**src/rtl/median3x3_stream.sv**
```systemverilog
// Streaming 3x3 median filter with internal line buffers and end-of-frame flush.
// One output pixel per input pixel; border pixels pass through or are zeroed.
module median3x3_stream #(
  parameter int DATA_W      = 8,
  parameter int IMG_W       = 64,
  parameter int IMG_H       = 64,
  parameter int BORDER_MODE = 0
) (
  input  logic              clk,
  input  logic              rst,
  input  logic              in_valid,
  output logic              in_ready,
  input  logic [DATA_W-1:0] in_data,
  output logic              out_valid,
  output logic [DATA_W-1:0] out_data,
  output logic              out_sof,
  output logic              out_eol
);

  localparam int CW = $clog2(IMG_W);
  localparam int RW = $clog2(IMG_H);
  localparam int NW = $clog2(IMG_W + 1);

  localparam logic [CW-1:0] LAST_COL = CW'(IMG_W - 1);
  localparam logic [RW-1:0] LAST_ROW = RW'(IMG_H - 1);
  localparam logic [NW-1:0] CNT_END  = NW'(IMG_W);

  localparam logic [1:0] S_FILL  = 2'd0;
  localparam logic [1:0] S_RUN   = 2'd1;
  localparam logic [1:0] S_FLUSH = 2'd2;

  typedef logic [DATA_W-1:0] pix_t;

  function automatic pix_t f_min(input pix_t a, input pix_t b);
    return (a < b) ? a : b;
  endfunction

  function automatic pix_t f_max(input pix_t a, input pix_t b);
    return (a < b) ? b : a;
  endfunction

  function automatic pix_t f_min3(input pix_t a, input pix_t b, input pix_t c);
    return f_min(f_min(a, b), c);
  endfunction

  function automatic pix_t f_max3(input pix_t a, input pix_t b, input pix_t c);
    return f_max(f_max(a, b), c);
  endfunction

  function automatic pix_t f_med3(input pix_t a, input pix_t b, input pix_t c);
    return f_max(f_min(a, b), f_min(f_max(a, b), c));
  endfunction

  logic [1:0]    r_state;
  logic          r_rdy;
  logic [NW-1:0] r_cnt;
  logic [CW-1:0] r_icol;
  logic [RW-1:0] r_irow;
  logic [CW-1:0] r_ocol;
  logic [RW-1:0] r_orow;

  logic r_req, r_req_sof, r_req_eol, r_req_bord;
  logic r_v1, r_sof1, r_eol1, r_bord1;
  logic r_v2, r_sof2, r_eol2, r_bord2;

  pix_t r_lb0 [IMG_W];
  pix_t r_lb1 [IMG_W];
  pix_t r_w   [3][3];
  pix_t r_mn  [3];
  pix_t r_md  [3];
  pix_t r_mx  [3];
  pix_t r_c1, r_c2;
  pix_t r_a, r_b, r_c;

  logic w_flush;
  logic w_step;
  logic w_emit;
  pix_t w_res;

  assign w_flush  = (r_state == S_FLUSH);
  assign in_ready = r_rdy & ~w_flush;
  assign w_step   = w_flush | (in_valid & in_ready);
  assign w_emit   = w_step & (r_state != S_FILL);

  always_ff @(posedge clk) begin
    if (!rst) begin
      r_state    <= S_FILL;
      r_rdy      <= 1'b0;
      r_cnt      <= '0;
      r_icol     <= '0;
      r_irow     <= '0;
      r_ocol     <= '0;
      r_orow     <= '0;
      r_req      <= 1'b0;
      r_req_sof  <= 1'b0;
      r_req_eol  <= 1'b0;
      r_req_bord <= 1'b0;
    end else begin
      r_rdy <= 1'b1;
      r_req <= w_emit;
      if (w_step) begin
        if (r_icol == LAST_COL) begin
          r_icol <= '0;
          if (!w_flush)
            r_irow <= (r_irow == LAST_ROW) ? '0 : r_irow + 1'b1;
        end else begin
          r_icol <= r_icol + 1'b1;
        end
      end
      unique case (r_state)
        S_FILL: begin
          if (w_step) begin
            if (r_cnt == CNT_END) begin
              r_state <= S_RUN;
              r_cnt   <= '0;
            end else begin
              r_cnt <= r_cnt + 1'b1;
            end
          end
        end
        S_RUN: begin
          if (w_step && r_icol == LAST_COL && r_irow == LAST_ROW)
            r_state <= S_FLUSH;
        end
        S_FLUSH: begin
          if (r_cnt == CNT_END) begin
            r_state <= S_FILL;
            r_cnt   <= '0;
            r_icol  <= '0;
          end else begin
            r_cnt <= r_cnt + 1'b1;
          end
        end
        default: r_state <= S_FILL;
      endcase
      // Tag each request with its raster position before advancing
      if (w_emit) begin
        r_req_sof  <= (r_orow == '0) && (r_ocol == '0);
        r_req_eol  <= (r_ocol == LAST_COL);
        r_req_bord <= (r_orow == '0) || (r_orow == LAST_ROW) ||
                      (r_ocol == '0) || (r_ocol == LAST_COL);
        if (r_ocol == LAST_COL) begin
          r_ocol <= '0;
          r_orow <= (r_orow == LAST_ROW) ? '0 : r_orow + 1'b1;
        end else begin
          r_ocol <= r_ocol + 1'b1;
        end
      end
    end
  end

  // Line buffers rotate one column per step; window column 2 is newest
  always_ff @(posedge clk) begin
    if (w_step) begin
      r_lb0[r_icol] <= r_lb1[r_icol];
      r_lb1[r_icol] <= in_data;
      for (int i = 0; i < 3; i++) begin
        r_w[i][0] <= r_w[i][1];
        r_w[i][1] <= r_w[i][2];
      end
      r_w[0][2] <= r_lb0[r_icol];
      r_w[1][2] <= r_lb1[r_icol];
      r_w[2][2] <= in_data;
    end
  end

  always_ff @(posedge clk) begin
    for (int j = 0; j < 3; j++) begin
      r_mn[j] <= f_min3(r_w[0][j], r_w[1][j], r_w[2][j]);
      r_md[j] <= f_med3(r_w[0][j], r_w[1][j], r_w[2][j]);
      r_mx[j] <= f_max3(r_w[0][j], r_w[1][j], r_w[2][j]);
    end
    r_c1 <= r_w[1][1];
    r_a  <= f_max3(r_mn[0], r_mn[1], r_mn[2]);
    r_b  <= f_med3(r_md[0], r_md[1], r_md[2]);
    r_c  <= f_min3(r_mx[0], r_mx[1], r_mx[2]);
    r_c2 <= r_c1;
  end

  assign w_res = r_bord2 ? ((BORDER_MODE != 0) ? '0 : r_c2)
                         : f_med3(r_a, r_b, r_c);

  always_ff @(posedge clk) begin
    if (!rst) begin
      r_v1      <= 1'b0;
      r_sof1    <= 1'b0;
      r_eol1    <= 1'b0;
      r_bord1   <= 1'b0;
      r_v2      <= 1'b0;
      r_sof2    <= 1'b0;
      r_eol2    <= 1'b0;
      r_bord2   <= 1'b0;
      out_valid <= 1'b0;
      out_sof   <= 1'b0;
      out_eol   <= 1'b0;
      out_data  <= '0;
    end else begin
      r_v1      <= r_req;
      r_sof1    <= r_req_sof;
      r_eol1    <= r_req_eol;
      r_bord1   <= r_req_bord;
      r_v2      <= r_v1;
      r_sof2    <= r_sof1;
      r_eol2    <= r_eol1;
      r_bord2   <= r_bord1;
      out_valid <= r_v2;
      out_sof   <= r_v2 & r_sof2;
      out_eol   <= r_v2 & r_eol2;
      if (r_v2)
        out_data <= w_res;
    end
  end

endmodule

```
**config.mk**
```make
export PLATFORM = sky130hd
export DESIGN_NAME = median3x3_stream
export DESIGN_NICKNAME = d
export VERILOG_FILES = /design/src/rtl/median3x3_stream.sv
export SDC_FILE = /design/constraint.sdc
export NUM_CORES = 2
export LEC_CHECK = 0
export CORE_MARGIN = 2
export CORE_UTILIZATION = 30
export CTS_CLUSTER_SIZE = 40
export DETAILED_ROUTE_END_ITERATION = 16
export HOLD_SLACK_MARGIN = 0.15
export PLACE_DENSITY_LB_ADDON = 0.2
export RECOVER_POWER = 25
export SLEW_MARGIN = 20
export SYNTH_ARGS = -nofsm -noshare
export SYNTH_HDL_FRONTEND = slang
export SYNTH_SLANG_ARGS = --single-unit
```
**constraint.sdc**
```tcl
create_clock -name clk -period 6.7 [get_ports clk]
set_input_delay 1.005 -clock clk [delete_from_list [all_inputs] [get_ports clk]]
set_output_delay 1.005 -clock clk [all_outputs]
set_load 0.01 [all_outputs]
```
Word-level counts from Yosys, hierarchy flattened
Memories as Yosys holds them, arrays and structs flattened. A register that Yosys moved wholly into a read port is not among the register bits.
Index checks and enable logic that the tools add are counted.
{"block": "totals", "regBits": 97, "ramBits": 1168, "in_bits": 11, "output_inout_bits": 12, "elab_cells": 145, "memories": 6}
{"block": "op_classes", "n_addsub": 5, "n_lt_le_gt_ge": 22, "n_eq_ne": 11, "mux": 51, "bitwise_logic": 7, "n_reduce_logical": 15}
{"name": "r_lb0", "depth": 64, "word_bits": 8, "read_ports": 1, "rd_clocked_by_memory_dff": 1, "write_ports": 1, "line": "66", "rtl": "pix_t r_lb0 [IMG_W];"}
{"name": "r_lb1", "depth": 64, "word_bits": 8, "read_ports": 1, "rd_clocked_by_memory_dff": 1, "write_ports": 1, "line": "67", "rtl": "pix_t r_lb1 [IMG_W];"}
{"name": "r_w", "depth": 3, "word_bits": 24, "read_ports": 3, "rd_clocked_by_memory_dff": 0, "write_ports": 3, "line": "68", "rtl": "pix_t r_w [3][3];"}
{"name": "r_md", "depth": 3, "word_bits": 8, "read_ports": 3, "rd_clocked_by_memory_dff": 0, "write_ports": 3, "line": "70", "rtl": "pix_t r_md [3];"}
{"name": "r_mn", "depth": 3, "word_bits": 8, "read_ports": 3, "rd_clocked_by_memory_dff": 0, "write_ports": 3, "line": "69", "rtl": "pix_t r_mn [3];"}
{"name": "r_mx", "depth": 3, "word_bits": 8, "read_ports": 3, "rd_clocked_by_memory_dff": 0, "write_ports": 3, "line": "71", "rtl": "pix_t r_mx [3];"}
{"cell": "2-to-1 mux 8 bit", "n": 31}
{"cell": "< comparator 8 bit", "n": 22}
{"cell": "2-to-1 mux 6 bit", "n": 9}
{"cell": "adder 6 x 1 -> 6 bit (second input constant)", "n": 4}
{"cell": "equality test 6 bit (second input constant)", "n": 4}
{"cell": "2-to-1 mux 7 bit", "n": 2}
{"cell": "one-hot mux 7 bit (2 select lines)", "n": 1}
{"cell": "logical NOT 6 bit", "n": 2}
{"cell": "2-to-1 mux 2 bit", "n": 4}
{"cell": "adder 7 x 1 -> 7 bit (second input constant)", "n": 1}
{"cell": "equality test 7 bit (second input constant)", "n": 1}
{"cell": "inequality test 2 bit (second input constant)", "n": 3}
{"cell": "one-hot mux 2 bit (3 select lines)", "n": 1}
{"cell": "AND 1 bit", "n": 5}
{"cell": "AND reduction 2 bit", "n": 2}
{"cell": "AND reduction 4 bit", "n": 1}
{"cell": "nonzero test 2 bit", "n": 2}
{"cell": "logical AND 1 bit", "n": 3}
{"cell": "logical OR 1 bit", "n": 3}
{"cell": "2-to-1 mux 1 bit", "n": 3}
{"cell": "AND reduction 3 bit", "n": 1}
{"cell": "equality test 2 x 1 -> 1 bit (second input constant)", "n": 1}
{"cell": "equality test 2 bit (second input constant)", "n": 1}
{"cell": "logical NOT 2 bit", "n": 1}
{"cell": "other kinds (3)", "n": 3}

Depth between registers and ports, before layout
{"block": "logic_depth", "ltp_word": 9, "mapped_depth": 26, "depth_no_buf": 24}

Least setup slack after synthesis
OpenSTA, ideal clock, no wires.
{"block": "synth_timing", "path_kind": "reg2reg", "start": "memory r_w[0][2] in the netlist's numbering", "end": "memory r_md[0][16] in the netlist's numbering", "setup_time_ps": 114, "arrival_time_ps": 5318, "required_time_ps": 6586, "setup_slack_ps": 1268, "path_stages_with_launch": 25, "path_buffers": 3, "synth_period_minus_slack_ps": 5432, "path_cell_list": "edfxtp_1 -> ha_1 -> a21o_1 -> a31oi_1 -> o21a_1 -> o21ai_1 -> clkbuf_1 -> nand2_1 -> o21ai_0 -> ha_1 -> a21o_1 -> a21o_1 -> a21oi_1 -> nand4b_1 -> o211a_1 -> buf_6 -> buf_2 -> mux2i_1 -> ha_1 -> a21o_1 -> a21o_1 -> a211oi_1 -> a21oi_1 -> a211o_1 -> a21o_1"}
{"item": "from (decl)", "line": "68"}
{"item": "to (decl)", "line": "70"}

==> impl_metrics.env <==
export IMPL_gp_congestion=0.834
export IMPL_finalSetupViolations=0
export IMPL_ant_nets=0
export IMPL_synth_nets=3550
export IMPL_clk_pin_slew_worst_paths_ns=0.06
export IMPL_routed_via_density=5.25
export IMPL_r2r_end="r_b[0]$_DFF_P_"
export IMPL_slowest_stage="a21oi_4"
export IMPL_ys_flop_type="edfxtp_1"
export IMPL_reg2reg_depth=19
export IMPL_hold_buffers=0
export IMPL_finalNonFillerCells=5823
export IMPL_crit_chain="inv_1 -> ha_1 -> a21o_1 -> a21o_1 -> a21oi_4 -> mux2_2 -> ha_1 -> a211oi_1 -> o211ai_1 -> o22ai_1 -> a21o_1 -> mux2i_1 -> ha_1 -> a21o_1 -> a21o_1 -> a21oi_1 -> a41oi_2 -> mux2_1 -> a221o_1"
export IMPL_layout_common_cells="edfxtp_1 (1096), a22oi_1 (299), dfxtp_1 (169)"
export IMPL_hold_violations=0
export IMPL_grt_remaining_overflow=0
export IMPL_crit_required_ns=7.36
export IMPL_dpl_cell_area_mm2=0.0545
export IMPL_antenna_found_initial=0
export IMPL_cts_tree="yes"
export IMPL_dr_first_iter_drc_count=2775
export IMPL_ctsResizeCount=0
export IMPL_coreArea_mm2=0.168
export IMPL_grt_max_degree=72
export IMPL_start_kind="flop"
export IMPL_ir_drop_mv=0.265
export IMPL_synth_edf_count=1096
export IMPL_ctsLongestPathBuffers=3
export IMPL_rows=150
export IMPL_avgRoutedWirePerCell_um=26.2
export IMPL_grt_use_total=0.174
export IMPL_die_area_mm2=0.173
export IMPL_syn_to_final_growth_pct=15.6
export IMPL_whs_ns=0.326
export IMPL_final_setup_worst_slack_ns=0.707
export IMPL_fin_nets=3694
export IMPL_ys_types=77
export IMPL_final_common_cell="edfxtp_1"
export IMPL_die_y_um=415
export IMPL_post_cts_buffers=0
export IMPL_drt_total_wl_um=152000
export IMPL_syn_cell_area_mm2=0.0508
export IMPL_total_power_mw=20.2
export IMPL_clock_skew_ns=0.0323
export IMPL_fin_area_mm2=0.0587
export IMPL_failed_checks="capacitance limit, slew limit"
export IMPL_hold_class="flop to flop"
export IMPL_min_period_over_period=0.894
export IMPL_crit_path_max_incr_delay_ns=0.54
export IMPL_grt_pass1_vias=29900
export IMPL_critPathMostFrequentCell="a21o_1"
export IMPL_htree_levels=4
export IMPL_die_x_um=415
export IMPL_cts_made_buffers=137
export IMPL_worstSetupEndpointType="flop"
export IMPL_syn_avg_cell_area_um2=15.0
export IMPL_clock_sinks=1265
export IMPL_drtPass1Iterations=5
export IMPL_crit_fanout=27
export IMPL_rsz0062_at_grt="false"
export IMPL_ioPinCount=23
export IMPL_diodes=0
export IMPL_ys_seq_area_frac=0.715
export IMPL_fill_cells=16000
export IMPL_status="finished, violations left"
export IMPL_crit_type="flop to flop"
export IMPL_yosys_register_bits=1265
export IMPL_worst_r2r_setup_slack_ns=0.71
export IMPL_insertion_delay_ns=0.79
export IMPL_power_density_mw_per_mm2=344
export IMPL_final_setup_tns_ns=0
export IMPL_async_reset_ff_frac=0
export IMPL_vias=30600
export IMPL_grt_pass1_wl_um=220000
export IMPL_place_ws_ns=0.729
export IMPL_rr_startpoint="r_md[0][11]$_DFF_P_"
export IMPL_post_dp_hpwl_um=93100
export IMPL_min_period_ns=5.99
export IMPL_leakagePower_nw=19.6
export IMPL_layout_drive_gt1_share=0.131
export IMPL_drv_cap=8
export IMPL_worstMarginPinSlew_ns=3.85
export IMPL_cts_root_buf="clkbuf_16"
export IMPL_slew_headroom=-1.57
export IMPL_startpoint="r_md[0][11]$_DFF_P_"
export IMPL_route_detailed_drc=0
export IMPL_clock_fmax_ghz=0.167
export IMPL_dp_cells=5586
export IMPL_synthesis_instances=3377
export IMPL_final_util=0.350
export IMPL_arrival_ns=6.65
export IMPL_synth_warning_count=0
export IMPL_port_buffers=22
export IMPL_start_util=0.303
export IMPL_slew_violations=528
export IMPL_crit_end="r_b[0]$_DFF_P_"
[cell type report]
| cell class | instances | area (µm²) | area share |
|---|---|---|---|
| Clock buffer | 184 | 3680 | 0.0627 |
| Inverter | 149 | 561 | 0.00955 |
| Sequential cell | 1265 | 36300 | 0.619 |
| Tap cell | 2204 | 2760 | 0.0470 |
| Multi-Input combinational cell | 1789 | 13500 | 0.229 |
| Timing Repair Buffer | 179 | 1440 | 0.0245 |
| Clock inverter | 53 | 498 | 0.00849 |
[Yosys cell counts (20+ instances only)]
master	count	area share
a21o_1	39	0.0058
a21oi_1	85	0.0084
a221oi_1	115	0.020
a22o_1	112	0.019
a22oi_1	299	0.044
a31oi_1	129	0.016
and2_1	23	0.0028
buf_1	37	0.0027
buf_2	31	0.0031
clkbuf_1	103	0.0076
dfxtp_1	169	0.067
edfxtp_1	1096	0.65
ha_1	162	0.040
inv_1	148	0.011
mux2_2	45	0.010
mux2i_1	75	0.015
nand2_1	128	0.0095
nand3_1	35	0.0034
nand4_1	39	0.0048
nor2_1	151	0.011
nor3_1	20	0.0020
nor4_1	28	0.0034
o21ai_0	96	0.0095
[routing by layer]
metal,GRT usage,wire (µm),vias up,part of all wire
li1,-,-,13800,-
met1,0.243,68900,15700,0.45
met2,0.283,71900,886,0.47
met3,0.0251,8030,192,0.053
met4,0.0481,3390,0,0.022
met5,0,0,-,0
[worst min path at each step]
stage / startpoint / endpoint / slack [ns] / depth (start not counted)
after floorplan: r_c1[0]$_DFF_P_ / r_c2[0]$_DFF_P_ / 0.31 / 0
after global placement: r_c1[7]$_DFF_P_ / r_c2[7]$_DFF_P_ / 0.32 / 0
after detailed placement: r_c1[0]$_DFF_P_ / r_c2[0]$_DFF_P_ / 0.31 / 0
after CTS: r_c1[0]$_DFF_P_ / r_c2[0]$_DFF_P_ / 0.33 / 0
after global routing: r_c1[0]$_DFF_P_ / r_c2[0]$_DFF_P_ / 0.33 / 0
final: r_c1[0]$_DFF_P_ / r_c2[0]$_DFF_P_ / 0.33 / 0
[sequential cells by signal, indices dropped and copies added, names as in the netlist, 7 cells and up]
name / flops
r_lb0: 512
r_lb1: 512
r_w: 72
r_md: 24
r_mn: 24
r_mx: 24
out_data: 8
r_a: 8
r_b: 8
r_c1: 8
r_c2: 8
r_c: 8
r_cnt: 7
[worst max-delay path: cells and delay by family (launching register included)]
family / cells / cell delay (ns)
compound gates: 12 / 3.41
fa+ha+maj: 3 / 0.86
buf+inv: 1 / 0.06
flops: 1 / 0.34
mux: 3 / 1.22
[power by group]
group / internal (mW) / leakage (nW) / total (mW) / switching (mW)
Sequential: 8.88 / 11.3 / 9.08 / 0.194
Clock: 4.03 / 2.01 / 7.17 / 3.14
Combinational: 1.55 / 6.31 / 3.96 / 2.41
[cell families after synthesis]
logic type,after synthesis,synth area share
DFF,1265,0.715
AOI/OAI and AO/OA,980,0.142
and+or+nand+nor,489,0.0460
buffers and inverters,323,0.0250
adders and majority gates,162,0.0399
muxes,135,0.0283
xor gates and xnor gates,23,0.00397
Note: power is estimated with default switching activity, not from simulation.
